File: config.mk
export PLATFORM = sky130hd
export DESIGN_NAME = encoder_tuning
export DESIGN_NICKNAME = d
export VERILOG_FILES = /design/src/rtl/encoder_pkg.sv /design/src/rtl/debounce.sv /design/src/rtl/encoder_tuning.sv
export SDC_FILE = /design/constraint.sdc
export NUM_CORES = 1
export LEC_CHECK = 0
export BUFFER_PORTS_ARGS = -buffer_cell sky130_fd_sc_hd__buf_4
export CAP_MARGIN = 30
export CORE_MARGIN = 4
export CORE_UTILIZATION = 24
export DETAILED_ROUTE_END_ITERATION = 10
export REMOVE_ABC_BUFFERS = 1
export SYNTH_ARGS = -nofsm -noshare
export SYNTH_HDL_FRONTEND = slang
export SYNTH_SLANG_ARGS = --single-unit
File: constraint.sdc
create_clock -name Clock -period 4.4 [get_ports Clock]
set_clock_uncertainty 0.15 [all_clocks]
set_input_delay 0.88 -clock Clock [delete_from_list [all_inputs] [get_ports Clock]]
set_output_delay 0.88 -clock Clock [all_outputs]
set_load 0.005 [all_outputs]
File: src/rtl/encoder_pkg.sv
// Shared types for the quadrature encoder front end: decoder states and the
// filtered AB level each state expects to see.
`timescale 1ns/1ps
package encoder_pkg;

   typedef enum logic [2:0] {IDLE, UP1, UP2, UP3, DN1, DN2, DN3, WAIT} state_t;

   localparam logic [1:0] IDLE_AB = 2'b11;
   localparam logic [1:0] UP1_AB  = 2'b01;
   localparam logic [1:0] UP2_AB  = 2'b00;
   localparam logic [1:0] UP3_AB  = 2'b10;
   localparam logic [1:0] DN1_AB  = 2'b10;
   localparam logic [1:0] DN2_AB  = 2'b00;
   localparam logic [1:0] DN3_AB  = 2'b01;

   function automatic logic [1:0] pattern(input state_t s);
      case (s)
         UP1:     pattern = UP1_AB;
         UP2:     pattern = UP2_AB;
         UP3:     pattern = UP3_AB;
         DN1:     pattern = DN1_AB;
         DN2:     pattern = DN2_AB;
         DN3:     pattern = DN3_AB;
         default: pattern = IDLE_AB;
      endcase
   endfunction

endpackage

File: src/rtl/debounce.sv
// Two-flop synchroniser followed by a stability counter; the filtered level
// only follows the pin after DEBOUNCE_CYCLES consecutive differing samples.
`timescale 1ns/1ps
module debounce #(
   parameter int DEBOUNCE_CYCLES = 100
) (
   input  logic Clock,
   input  logic Reset,
   input  logic Async_i,
   output logic Filtered_o
);

   localparam int CW = (DEBOUNCE_CYCLES > 1) ? $clog2(DEBOUNCE_CYCLES) : 1;
   localparam logic [CW-1:0] LAST = CW'(DEBOUNCE_CYCLES - 1);

   logic [1:0]    sync;
   logic [CW-1:0] cnt;

   always_ff @(posedge Clock or negedge Reset) begin
      if (!Reset) begin
         sync       <= 2'b11;
         cnt        <= '0;
         Filtered_o <= 1'b1;
      end else begin
         sync <= {sync[0], Async_i};
         if (sync[1] == Filtered_o) begin
            cnt <= '0;
         end else if (cnt == LAST) begin
            Filtered_o <= sync[1];
            cnt        <= '0;
         end else begin
            cnt <= cnt + 1'b1;
         end
      end
   end

endmodule

File: src/rtl/encoder_tuning.sv
// Quadrature encoder to saturating DDS tuning word: debounced channels feed a
// detent decoder whose completed cycles step the word up or down.
`timescale 1ns/1ps
module encoder_tuning
   import encoder_pkg::*;
#(
   parameter int WIDTH           = 16,
   parameter int STEP            = 1,
   parameter int INIT            = 0,
   parameter int MAX             = 2**WIDTH - 1,
   parameter int DEBOUNCE_CYCLES = 100
) (
   input  logic             Clock,
   input  logic             Reset,
   input  logic             EncoderA_i,
   input  logic             EncoderB_i,
   output logic [WIDTH-1:0] TuningWord_o,
   output logic             Changed_o,
   output logic             Direction_o
);

   localparam logic [WIDTH:0]   STEP_W = (WIDTH+1)'(STEP);
   localparam logic [WIDTH:0]   MAX_W  = (WIDTH+1)'(MAX);
   localparam logic [WIDTH-1:0] INIT_W = WIDTH'(INIT);

   logic       a_f, b_f;
   logic [1:0] ab;
   state_t     state, state_n;
   logic       det_up, det_dn;

   debounce #(.DEBOUNCE_CYCLES(DEBOUNCE_CYCLES)) u_deb_a (
      .Clock(Clock), .Reset(Reset), .Async_i(EncoderA_i), .Filtered_o(a_f));
   debounce #(.DEBOUNCE_CYCLES(DEBOUNCE_CYCLES)) u_deb_b (
      .Clock(Clock), .Reset(Reset), .Async_i(EncoderB_i), .Filtered_o(b_f));

   assign ab = {a_f, b_f};

   always_ff @(posedge Clock or negedge Reset) begin
      if (!Reset) state <= IDLE;
      else        state <= state_n;
   end

   // Single-bit changes always hit the next or previous pattern, so the
   // default arms only catch double changes.
   always_comb begin
      state_n = state;
      det_up  = 1'b0;
      det_dn  = 1'b0;
      if (state == WAIT) begin
         if (ab == IDLE_AB) state_n = IDLE;
      end else if (ab != pattern(state)) begin
         case (state)
            IDLE: if (ab == UP1_AB) state_n = UP1;
                  else if (ab == DN1_AB) state_n = DN1;
                  else state_n = WAIT;
            UP1:  if (ab == UP2_AB) state_n = UP2;
                  else if (ab == IDLE_AB) state_n = IDLE;
                  else state_n = WAIT;
            UP2:  if (ab == UP3_AB) state_n = UP3;
                  else if (ab == UP1_AB) state_n = UP1;
                  else state_n = WAIT;
            UP3:  if (ab == IDLE_AB) begin state_n = IDLE; det_up = 1'b1; end
                  else if (ab == UP2_AB) state_n = UP2;
                  else state_n = WAIT;
            DN1:  if (ab == DN2_AB) state_n = DN2;
                  else if (ab == IDLE_AB) state_n = IDLE;
                  else state_n = WAIT;
            DN2:  if (ab == DN3_AB) state_n = DN3;
                  else if (ab == DN1_AB) state_n = DN1;
                  else state_n = WAIT;
            DN3:  if (ab == IDLE_AB) begin state_n = IDLE; det_dn = 1'b1; end
                  else if (ab == DN2_AB) state_n = DN2;
                  else state_n = WAIT;
            default: state_n = WAIT;
         endcase
      end
   end

   logic [WIDTH:0]   word_ext, up_sum, up_new, dn_new;
   logic [WIDTH-1:0] new_word;

   always_comb begin
      word_ext = {1'b0, TuningWord_o};
      up_sum   = word_ext + STEP_W;
      up_new   = (up_sum > MAX_W) ? MAX_W : up_sum;
      dn_new   = (word_ext < STEP_W) ? '0 : word_ext - STEP_W;
      new_word = det_up ? up_new[WIDTH-1:0] : dn_new[WIDTH-1:0];
   end

   always_ff @(posedge Clock or negedge Reset) begin
      if (!Reset) begin
         TuningWord_o <= INIT_W;
         Changed_o    <= 1'b0;
         Direction_o  <= 1'b1;
      end else if (det_up || det_dn) begin
         TuningWord_o <= new_word;
         Changed_o    <= (new_word != TuningWord_o);
         Direction_o  <= det_up;
      end else begin
         Changed_o    <= 1'b0;
      end
   end

endmodule

==> results by group <==
STA
  • Min Tclk post-route: between 2000 and 3000 ps
  • RSZ-0062 raised after global routing: no
  • WHS: 206 ps
  • Hold Vio Cnt, Final: 0
  • Slew HR: 37.7%
  • Setup violators final: 0
  • Fmax: approximately 330 MHz
  • Tcrit/Tclk final: 68.0%
  • Measured slew at the worst slew-check pin: between 900 and 1000 ps
  • Setup Total Neg Slack: 0 ps
  • Pins Over Slew Limit: 0
  • Final worst slack: approximately 1400 ps

Cells and area
  • Synthesis-to-layout area growth: 14.4%
  • Core Util, Final: 28.5%
  • Post-route cell area: around 0.0031 mm2
  • Register area: 0.00103 mm2
  • Layout cells sized above 1: 15.3%
  • N_diodes: 0
  • Nets: 331
  • Fillers: 1155
  • Finished Layout Cells: 461
  • Multi-input gate area: approximately 0.0016 mm2

Critical path
  • Reg-to-reg endpoint: TuningWord_o[11]$_DFFE_PN0P_
  • CP arrival: 3070 ps
  • Critical Path RT: 4470 ps
  • Worst-case reg-to-reg path depth: 6
  • Critical Path Source Type: register
  • CP Class: reg -> reg
  • R2r startpoint: u_deb_b.Filtered_o$_DFFE_PN1P_
  • Crit path capture type: register
  • R2R setup slack: 1410 ps
  • CP max FO: 12
  • Worst setup endpoint: TuningWord_o[11]$_DFFE_PN0P_
  • CP startpoint: u_deb_b.Filtered_o$_DFFE_PN1P_

Detailed routing
  • DRC: 0
  • Routed wire length: 6830 um
  • Via count: 2404
  • Vias per cell: 5.21
  • First DRT Iteration DRCs: ~130
  • DRT antenna net count: 0
  • Avg WL per Cell: 14.8 um
  • Pre-Repair DR Iteration Count: 4

Placed design
  • Routability Congestion: 0.885
  • Placed cell areas: 0.00296 mm2
  • HPWL Detailed: 4720 um
  • IO Port Bufs: 21
  • Cells after DPL: 453
  • Dpl ws: 1480 ps

Clock tree
  • Clk sinks: 41
  • CTS Buffer Depth: 2
  • Clock Latency Late Sink: 280 ps
  • Hold Buf Count CTS: 0
  • CTS tree: yes
  • Post_cts resized: 0
  • CTS Buf Count: 5
  • CTS H-tree lvls: 2
  • CTS root buf: clkbuf_16
  • Clock-pin slew on the worst setup and hold paths: 60 ps
  • Post-CTS Repair Setup Buffers: 0

Global route
  • Largest net degree at the start of global routing: 42
  • Initial antenna violation count: 0
  • Gr ovfl total: 0
  • Vias in the first global route: 2306
  • GRT Overall Usage: 10.8%
  • Global-route wire length before repair: 11600 um

Die
  • # rows: 38
  • Die area: 0.0132 mm2
  • Core area: between 0.01 and 0.015 mm2
  • Initial Util: 24.9%
  • Num ports: 22
  • Die H: ~110 um
  • Die X: 115 um

Logic synthesis
  • Synth Flop Type: dfrtp_1
  • Number of distinct library cells after synthesis: 60
  • Avg Inst Size Synth: 8.59 um2
  • Flops & latches, synth: 41
  • Synth async-reset ratio: 100%
  • Mapped Cells: about 320
  • Mapped Area: 0.00273 mm2
  • Register area share after synthesis: 37.9%
  • Post-synth EDFFs: 0
  • Yosys warns: 0

Pwr
  • Leakage power: 1.29 nW
  • Power density of the placed cells: 264 mW/mm2
  • Power Total: 824 uW
  • VDD IR-drop max: 161 uV

Worst hold path
  • Hold WC Path Type: reg -> reg

Run
  • Max cap viols: 0

Status
  • Outcome: completed
synthesized netlist by cell type (7+ instances only):
library cell / n / area (um2)
a21oi_1: 15 / 75.1
nand4_1: 9 / 56.3
clkbuf_1: 24 / 90.1
o21ai_0: 11 / 55.1
xnor2_1: 14 / 123
nor4_1: 8 / 50.1
ha_1: 7 / 87.6
inv_1: 8 / 30.0
nand3_1: 19 / 95.1
xor2_1: 9 / 78.8
dfstp_2: 7 / 184
nand2_1: 23 / 86.3
dfrtp_1: 34 / 851
nor2_1: 34 / 128
nor3_1: 10 / 50.1
worst min path at each step:
stage	startpoint	endpoint	slack, ps	depth (start not counted)
final	u_deb_b.sync[0]$_DFF_PN1_	u_deb_b.sync[1]$_DFF_PN1_	210	0
after detailed placement	u_deb_b.sync[0]$_DFF_PN1_	u_deb_b.sync[1]$_DFF_PN1_	200	0
after global placement	u_deb_b.sync[0]$_DFF_PN1_	u_deb_b.sync[1]$_DFF_PN1_	200	0
after global routing	u_deb_b.sync[0]$_DFF_PN1_	u_deb_b.sync[1]$_DFF_PN1_	210	0
after CTS	u_deb_b.sync[0]$_DFF_PN1_	u_deb_b.sync[1]$_DFF_PN1_	210	0
after floorplan	u_deb_a.sync[0]$_DFF_PN1_	u_deb_a.sync[1]$_DFF_PN1_	200	0
report_power, final:
group	total (mW)	switching, mW	internal (mW)	leakage (nW)
Sequential	0.390	0.00523	0.385	0.527
Clock	0.414	0.147	0.267	0.0808
Combinational	0.0194	0.0127	0.00668	0.677
Total	0.824	0.165	0.659	1.29
kinds of logic (layout without fill, tap and decap cells):
kind of cell    Yosys count  count (layout)  synth area share [%]
compound gates           67              67                  17.4
xor+xnor                 23              23                  7.38
fa+ha+maj                 7               7                  3.21
buf+inv                  35              38                  5.13
flops                    41              41                  37.9
mux                       4               4                  1.60
simple gates            141             141                  27.4
per-layer routing:
metal / track usage (%) / part of all wire (%)
met3: 2.48 / 7.1
met1: 15.4 / 48
met2: 16.5 / 44
met5: 0 / 0
met4: 2.45 / 0.73
cell type report:
cell class,instances,area share [%]
Tap cell,140,5.60
Timing Repair Buffer,22,5.28
Inverter,8,0.961
Clock inverter,2,1.12
Multi-Input combinational cell,242,49.8
Sequential cell,41,33.1
Clock buffer,6,4.12
critical path: stages (launching register included):
cell and delay (ps):
dfstp_2 660, ha_1 330, nand3_1 120, nor3_1 780
nor2_1 370, nor4_1 380, a211o_1 140
cells in the final DEF (no fill, tap or decap), types with 4 or more instances in the layout:
cell / instances
a21oi_1: 15
and3_1: 6
buf_4: 22
clkbuf_16: 5
dfrtp_1: 34
dfstp_2: 7
ha_1: 7
inv_1: 8
nand2_1: 23
nand3_1: 19
nand4_1: 9
nor2_1: 34
nor3_1: 10
nor4_1: 8
o21ai_0: 11
o221a_2: 4
o31ai_1: 4
or3_1: 6
or4_1: 4
xnor2_1: 14
xor2_1: 9
sequential cells by signal (all words and copies together), names as in the netlist:
register	cells
Changed_o	1
Direction_o	1
TuningWord_o	16
state	3
u_deb_a.Filtered_o	1
u_deb_a.cnt	7
u_deb_a.sync	2
u_deb_b.Filtered_o	1
u_deb_b.cnt	7
u_deb_b.sync	2
(Power assumes the default switching activity.)
